===== config.mk =====
export PLATFORM = sky130hd
export DESIGN_NAME = spm_serial_mult
export DESIGN_NICKNAME = d
export VERILOG_FILES = /design/src/rtl/spm_pkg.sv /design/src/rtl/spm_csa_cell.sv /design/src/rtl/spm_serial_mult.sv
export SDC_FILE = /design/constraint.sdc
export NUM_CORES = 1
export LEC_CHECK = 0
export CORE_MARGIN = 4
export CORE_UTILIZATION = 25
export CTS_CLUSTER_SIZE = 14
export DETAILED_ROUTE_END_ITERATION = 8
export PLACE_DENSITY = 0.52
export SLEW_MARGIN = 25
export SYNTH_ARGS = -nofsm -noshare
export SYNTH_HDL_FRONTEND = slang
export SYNTH_SLANG_ARGS = --single-unit

===== constraint.sdc =====
create_clock -name clk -period 3.8 [get_ports clk]
set_input_delay 0.95 -clock clk [delete_from_list [all_inputs] [get_ports clk]]
set_output_delay 0.95 -clock clk [all_outputs]
set_load 0.01 [all_outputs]

===== src/rtl/spm_pkg.sv =====
// Shared types and helpers for the serial carry-save multiplier.
package spm_pkg;

  typedef enum logic [1:0] {IDLE, RUN, FIX, HOLD} spm_state_t;

  // RUN lasts 2*width cycles; one spare bit keeps the terminal count well inside range.
  function automatic int spm_cnt_w(input int width);
    return $clog2(2 * width) + 1;
  endfunction

  // Magnitude of a width-bit operand; -2^(width-1) maps to 2^(width-1), which still fits unsigned.
  function automatic logic [63:0] spm_abs(input logic [63:0] value, input int width,
                                          input logic signed_mode);
    logic [63:0] mask;
    mask = (width >= 64) ? '1 : ((64'd1 << width) - 64'd1);
    if (signed_mode && value[width-1])
      return (~value + 64'd1) & mask;
    return value & mask;
  endfunction

endpackage


===== src/rtl/spm_csa_cell.sv =====
// One bit of the carry-save chain: full-adds the partial product, upstream sum and own carry.
// Sum and carry are registered; clr empties the cell before a new operation.
module spm_csa_cell (
  input  logic clk,
  input  logic rst_n,
  input  logic clr,
  input  logic en,
  input  logic a_bit,
  input  logic b_ser,
  input  logic sum_in,
  output logic sum_q
);

  logic r_sum;
  logic r_carry;
  logic w_pp;
  logic w_sum_d;
  logic w_carry_d;

  assign w_pp      = a_bit & b_ser;
  assign w_sum_d   = w_pp ^ sum_in ^ r_carry;
  assign w_carry_d = (w_pp & sum_in) | (w_pp & r_carry) | (sum_in & r_carry);

  always_ff @(posedge clk or negedge rst_n) begin
    if (!rst_n) begin
      r_sum   <= 1'b0;
      r_carry <= 1'b0;
    end else if (clr) begin
      r_sum   <= 1'b0;
      r_carry <= 1'b0;
    end else if (en) begin
      r_sum   <= w_sum_d;
      r_carry <= w_carry_d;
    end
  end

  assign sum_q = r_sum;

endmodule


===== src/rtl/spm_serial_mult.sv =====
// Serial-parallel WIDTH x WIDTH multiplier (unsigned or two's complement), B fed LSB first.
// Result after 2*WIDTH RUN cycles plus one sign-fix cycle; held in HOLD until out_ready.
module spm_serial_mult
  import spm_pkg::*;
#(
  parameter int WIDTH = 8
) (
  input  logic               clk,
  input  logic               rst,
  input  logic               start,
  input  logic               signed_mode,
  input  logic [WIDTH-1:0]   a,
  input  logic [WIDTH-1:0]   b,
  output logic               in_ready,
  output logic [2*WIDTH-1:0] p,
  output logic               out_valid,
  input  logic               out_ready
);

  localparam int PW = 2 * WIDTH;
  localparam int CNT_W = spm_cnt_w(WIDTH);
  localparam logic [CNT_W-1:0] LAST = CNT_W'(PW - 1);

  spm_state_t r_state;
  spm_state_t w_state_nxt;

  logic [WIDTH-1:0] r_a_mag;
  logic [WIDTH-1:0] r_b_sh;
  logic             r_neg;
  logic [CNT_W-1:0] r_cnt;
  logic [PW-2:0]    r_prod;
  logic [PW-1:0]    r_p;

  logic             w_accept;
  logic             w_run;
  logic [WIDTH-1:0] w_a_mag;
  logic [WIDTH-1:0] w_b_mag;
  logic [WIDTH-1:0] w_sum_q;
  logic [WIDTH-1:0] w_sum_in;
  logic [PW-1:0]    w_full;
  logic [PW-1:0]    w_fixed;

  assign w_accept = (r_state == IDLE) & start;
  assign w_run    = (r_state == RUN);
  assign w_a_mag  = WIDTH'(spm_abs(64'(a), WIDTH, signed_mode));
  assign w_b_mag  = WIDTH'(spm_abs(64'(b), WIDTH, signed_mode));

  for (genvar i = 0; i < WIDTH; i++) begin : g_cell
    if (i == WIDTH - 1) begin : g_top
      assign w_sum_in[i] = 1'b0;
    end else begin : g_mid
      assign w_sum_in[i] = w_sum_q[i+1];
    end
    spm_csa_cell u_cell (
      .clk    (clk),
      .rst_n  (rst),
      .clr    (w_accept),
      .en     (w_run),
      .a_bit  (r_a_mag[i]),
      .b_ser  (r_b_sh[0]),
      .sum_in (w_sum_in[i]),
      .sum_q  (w_sum_q[i])
    );
  end

  // Cell 0's registered sum lags one cycle, so the last product bit joins in FIX.
  assign w_full  = {w_sum_q[0], r_prod};
  assign w_fixed = r_neg ? (~w_full + PW'(1)) : w_full;

  always_ff @(posedge clk or negedge rst) begin
    if (!rst) begin
      r_state <= IDLE;
    end else begin
      r_state <= w_state_nxt;
    end
  end

  always_comb begin
    w_state_nxt = r_state;
    case (r_state)
      IDLE:    if (start) w_state_nxt = RUN;
      RUN:     if (r_cnt == LAST) w_state_nxt = FIX;
      FIX:     w_state_nxt = HOLD;
      HOLD:    if (out_ready) w_state_nxt = IDLE;
      default: w_state_nxt = IDLE;
    endcase
  end

  always_ff @(posedge clk or negedge rst) begin
    if (!rst) begin
      r_a_mag <= '0;
      r_b_sh  <= '0;
      r_neg   <= 1'b0;
      r_cnt   <= '0;
      r_prod  <= '0;
      r_p     <= '0;
    end else begin
      if (w_accept) begin
        r_a_mag <= w_a_mag;
        r_b_sh  <= w_b_mag;
        r_neg   <= signed_mode & (a[WIDTH-1] ^ b[WIDTH-1]);
        r_cnt   <= '0;
      end else if (w_run) begin
        r_b_sh <= r_b_sh >> 1;
        r_cnt  <= r_cnt + CNT_W'(1);
        if (r_cnt != '0) r_prod <= {w_sum_q[0], r_prod[PW-2:1]};
      end
      if (r_state == FIX) r_p <= w_fixed;
    end
  end

  assign in_ready  = (r_state == IDLE);
  assign out_valid = (r_state == HOLD);
  assign p         = r_p;

endmodule


* Word level (Yosys, flattened, before mapping)
Index checks and enable logic that the tools add are counted.
** Cells by class
- Equal/unequal tests :: 7
- Add/subtract/negate cells :: 4
- Reductions and logical operators :: 7
- Mux-type cells :: 47
- Bitwise operators :: 66
** Operators with widths (number)
- 8-bit two-way mux :: 6
- 1-bit two-way mux :: 34
- 1-bit AND :: 32
- 16-bit by 1-bit adder with 16-bit output, second input constant :: 1
- 8-bit by 1-bit adder with 8-bit output, second input constant :: 2
- 16-bit two-way mux :: 1
- 16-bit inverter :: 1
- 8-bit inverter :: 2
- 1-bit XOR :: 16
- 1-bit bitwise OR :: 14
- 5-bit two-way mux :: 2
- 2-bit case mux with 4 select lines :: 1
- 2-bit two-way mux :: 3
- 3-bit AND reduction :: 2
- 5-bit by 1-bit adder with 5-bit output, second input constant :: 1
- 5-bit by 4-bit == test with 1-bit output, second input constant :: 1
- 5-bit nonzero test :: 1
- 2-bit == test, second input constant :: 2
- 2-bit inequality test, second input constant :: 2
- 2-bit by 1-bit == test with 1-bit output, second input constant :: 1
- 1-bit logical AND :: 2
- 2-bit logical NOT :: 1
- 2-bit by 1-bit inequality test with 1-bit output, second input constant :: 1
- 2-bit nonzero test :: 1
- 1-bit inverter :: 1
** Storage, ports and cells
- Input port bits :: 21
- Output and inout port bits :: 18
- Word-level logic and storage cells :: 154
- Register bits :: 71

* Longest topological paths before layout
- Word-level depth :: 6
- Mapped depth :: 7
- Gate-level depth less buffers :: 7

* Modules after synthesis
A second synthesis with hierarchy kept.
** Second synthesis, totals
- Cells, all modules :: 386
- Area total of the unflattened synthesis :: 3842.4 um^2
** By module, submodules not included
- spm_serial_mult :: instances 1, cells each 290, sequential area each 1376.3 um^2, area an instance 2911.5 um^2
- spm_csa_cell :: instances 8, cells each 12, sequential area each 50.0 um^2, area an instance 116.4 um^2

* Worst setup path before layout
Ideal clock, no wire load.
- Path type :: input-to-reg
- From :: input port a[1]
- To :: register r_a_mag[7]
- Data required time :: 3.717 ns
- Stages on the path :: 4
- Arrival :: 1.989 ns
- Slack :: 1.728 ns
- Path through :: or3_1 -> or3_1 -> o31a_1 -> o21ai_0
** On the way
- Longest elaborated chain between the ends :: 4
** Ends and longest elaborated chain
- start: declaration :: RTL line spm_serial_mult.sv:12 : input logic [WIDTH-1:0] a,
- 8-bit inverter :: RTL line spm_pkg.sv:17 : return (~value + 64'd1) & mask;
- 8-bit by 1-bit adder with 8-bit output :: RTL line spm_pkg.sv:17
- 8-bit two-way mux :: RTL line spm_pkg.sv:16 : if (signed_mode && value[width-1])
- 8-bit two-way mux :: RTL line spm_pkg.sv:18 : return value & mask;
- end signal: assignment :: RTL line spm_serial_mult.sv:99 : r_a_mag <= w_a_mag;
- end: declaration :: RTL line spm_serial_mult.sv:27 : logic [WIDTH-1:0] r_a_mag;
Every way passes these cells. The select of a mux whose other input is x is not followed.
A chain may end at the register's enable or synchronous reset.

* Worst setup path after layout
- From :: input port start
- To :: register r_prod[6]
** On the way
- Longest elaborated chain between the ends :: 3
** Ends and longest elaborated chain
- start: declaration :: RTL line spm_serial_mult.sv:10 : input logic start,
- 1-bit AND :: RTL line spm_serial_mult.sv:43 : assign w_accept = (r_state == IDLE) & start;
- 1-bit inverter (no line)
- 3-bit AND reduction (no line)
- end signal: assignment :: RTL line spm_serial_mult.sv:106 : if (r_cnt != '0) r_prod <= {w_sum_q[0], r_prod[PW-2:1]};
- end: declaration :: RTL line spm_serial_mult.sv:31 : logic [PW-2:0] r_prod;
Every way passes these cells.

==> impl_metrics.toml <==
[run_status]
outcome = "finished, final reports clean"

[grt]
grt_pass1_wl_um = 12200
grt_max_degree = 72
first_global_vias = 2578
overflow = 0
antenna_found_initial = 0
grt_use_total_pct = 9.01

[sta]
slew_headroom_pct = 53.5
fin_crit_sh_pct = 72.9
min_period_ns = 2.77
rsz0062_at_grt = "false"
max_freq_mhz = 361
fin_setup_tns_ns = 0
tightest_slew_ns = 0.696
setup_ws_ns = 1.03
slew_viol_final = 0
timing.final.setup_violations = 0
skew_ns = 0.00787
hold_violations = 0

[synth]
yosys_warnings = 0
async_reset_ff_share_pct = 100
ys_seq_area_share_pct = 47.5
synth_area_um2 = 3740
avgSynthCellArea_um2 = 10.2
netlist-cell-type-count = 37
synth_ff_type = "dfrtp_1"
ys_ff_latch = 71
synth_nets = 407
synth-edff-count = 0
synth_cells = 367

[flow_run]
maxCapViolCount = 0

[clock_tree]
post_cts_buffers = 0
clock-sinks = 71
cts_hold_buf = 0
cts_max_level = 3
root_buffer = "clkbuf_16"
cts_tree = "built"
ctsResizeCount = 0
cts_buffers = 9
clock_latency_ns = 0.33
cts_buffer_depth = 2
cts.clk_slew.worst_paths_ns = 0.06

[drt]
dr.pass1.iters = 4
drt_wl_total_um = 7100
dr.first_iter.drc_count = 147
num_vias = 2605
post_drt_wl_per_cell_um = 12.1
drc = 0
vias_per_cell = 4.43
ant_nets = 0

[hold_path]
whs_path_depth = 2
hold_path_class = "reg -> reg"

[placed_design]
gp_congestion = 0.809
io_buffers = 38
dp_hpwl_um = 4810
pre_cts_ws_ns = 0.605

[setup_path]
crit_fanout = 19
arrival_ns = 2.97
end_kind = "register"
crit_cells = 4
reg2reg_slack_ns = 1.36
crit_buf_inv = 1
cpPeakStageDelay_ns = 0.63
start_kind = "primary input"
cpLargestDelayFamily = "simple AND/OR/NAND/NOR gates"
criticalPathCategory = "in -> reg"
cp_slowest_cell = "nand3_1"
r2r_cells = 5
worstPathRequired_ns = 4.00
worstPathCellList = "clkdlybuf4s50_1 > nand2_1 > nand3_1 > mux2_2"

[layout]
diodes = 0
fillers = 1508
nNetsFinal = 439
drive_above_1_share_pct = 10.9
area_delta_synth_final_pct = 23.0

[power_and_ir_drop]
peakVddDrop_mv = 0.248
power.leakage_nw = 2.02
power.density_nw_per_um2 = 809

[floorplan]
die_area_um2 = 17000
start_util_pct = 25.6
io_pins = 39
rows = 44
die_y_um = 130
die_w_um = 130
core_um2 = 14600
-- power breakdown --
group	total (mW)	internal, mW	switching, mW	leakage [nW]
clock network	0.856	0.562	0.294	0.149
registers	1.32	1.08	0.240	0.903
logic	1.54	0.719	0.826	0.965
total	3.72	2.36	1.36	2.02
-- through the flow --
stage	hold slack (ns)	utilization, %	total power, mW	cell area [µm²]	std cells
2_1_floorplan	0.442	-	2.44	3740	367
3_3_place_gp	0.468	29.4	2.85	4290	572
3_5_place_dp	0.470	29.4	2.90	4290	572
4_1_cts	0.483	31.5	3.79	4600	588
5_1_grt	0.492	31.5	4.06	4600	588
6_report	0.478	31.5	3.72	4600	588
-- placed cells by master (no fill, tap or decap), types with 3 or more instances in the layout --
| cell type | netlist | layout |
|---|---|---|
| nor2_1 | 43 | 43 |
| a211oi_1 | 14 | 14 |
| a31oi_1 | 3 | 3 |
| mux2i_1 | 10 | 10 |
| xor2_1 | 17 | 17 |
| nor2b_1 | 5 | 5 |
| clkbuf_16 | 0 | 9 |
| mux2_2 | 20 | 20 |
| o41ai_2 | 3 | 3 |
| buf_4 | 0 | 3 |
| or4_1 | 4 | 4 |
| fa_1 | 7 | 7 |
| nand2_1 | 26 | 26 |
| clkbuf_8 | 0 | 3 |
| a21oi_1 | 21 | 21 |
| xnor2_1 | 10 | 10 |
| nand3_1 | 6 | 6 |
| dfrtp_1 | 71 | 71 |
| inv_1 | 31 | 31 |
| ha_1 | 12 | 12 |
| or3_1 | 3 | 3 |
| o31ai_1 | 5 | 5 |
| clkdlybuf4s50_1 | 0 | 37 |
| o21ai_0 | 16 | 16 |
-- Yosys cell counts (6+ instances only) --
library cell  count  area (µm²)
dfrtp_1          71        1780
nor2_1           43         161
inv_1            31         116
nand2_1          26        97.6
a21oi_1          21         105
mux2_2           20         225
xor2_1           17         149
o21ai_0          16        80.1
a211oi_1         14         105
clkbuf_1         13        48.8
ha_1             12         150
mux2i_1          10         100
xnor2_1          10        87.6
fa_1              7         140
nand3_1           6        30.0
-- tightest hold or removal path: cells and delay by family, from the launching register on --
kind,cells,cell delay [ns]
DFF,1,0.34
AOI/OAI and AO/OA,1,0.06
and+or+nand+nor,1,0.05
-- final timing paths --
path	startpoint	endpoint
worst max-delay path	start	r_prod[6]
worst min-delay path	r_a_mag[0]	r_a_mag[0]
worst max register to register	r_state[0]	r_prod[6]
worst min register to register	r_a_mag[0]	r_a_mag[0]
max in group asynchronous	rst	p[2]
min in group asynchronous	rst	p[13]
-- cell families (layout without fill, tap and decap cells) --
family	after synthesis	in the layout	share of synthesized area [%]
and+or+nand+nor	99	99	11.9
DFF	71	71	47.5
AOI/OAI and AO/OA	69	69	12.2
buffers and inverters	52	89	5.52
muxes	30	30	8.70
xor gates and xnor gates	27	27	6.32
adders and majority gates	19	19	7.76
-- registers in the layout (all words and copies together), names as in the netlist --
signal,cells
r_a_mag,8
r_state,2
g_cell.u_cell.sum_q,8
r_b_sh,8
r_cnt,5
g_cell.u_cell.r_carry,8
r_neg,1
r_prod,15
p,16
-- cell type report --
type	instances	area (µm²)	share of cell area, %
clock buffer	14	274	5.96
clock inverter	2	37.5	0.816
inverter	31	116	2.53
multi-input combinational	244	1760	38.2
sequential	71	1780	38.6
tap	184	230	5.00
timing repair buffer	42	409	8.89
-- layer usage --
layer	share of wire, %	global-route usage, %	vias up
met5	0	0	-
met4	0.99	2.20	0
met3	4.9	3.77	10
met2	45	13.6	46
met1	49	12.0	1236
li1	-	-	1313
No activity file was read; power rests on OpenSTA's default activity.
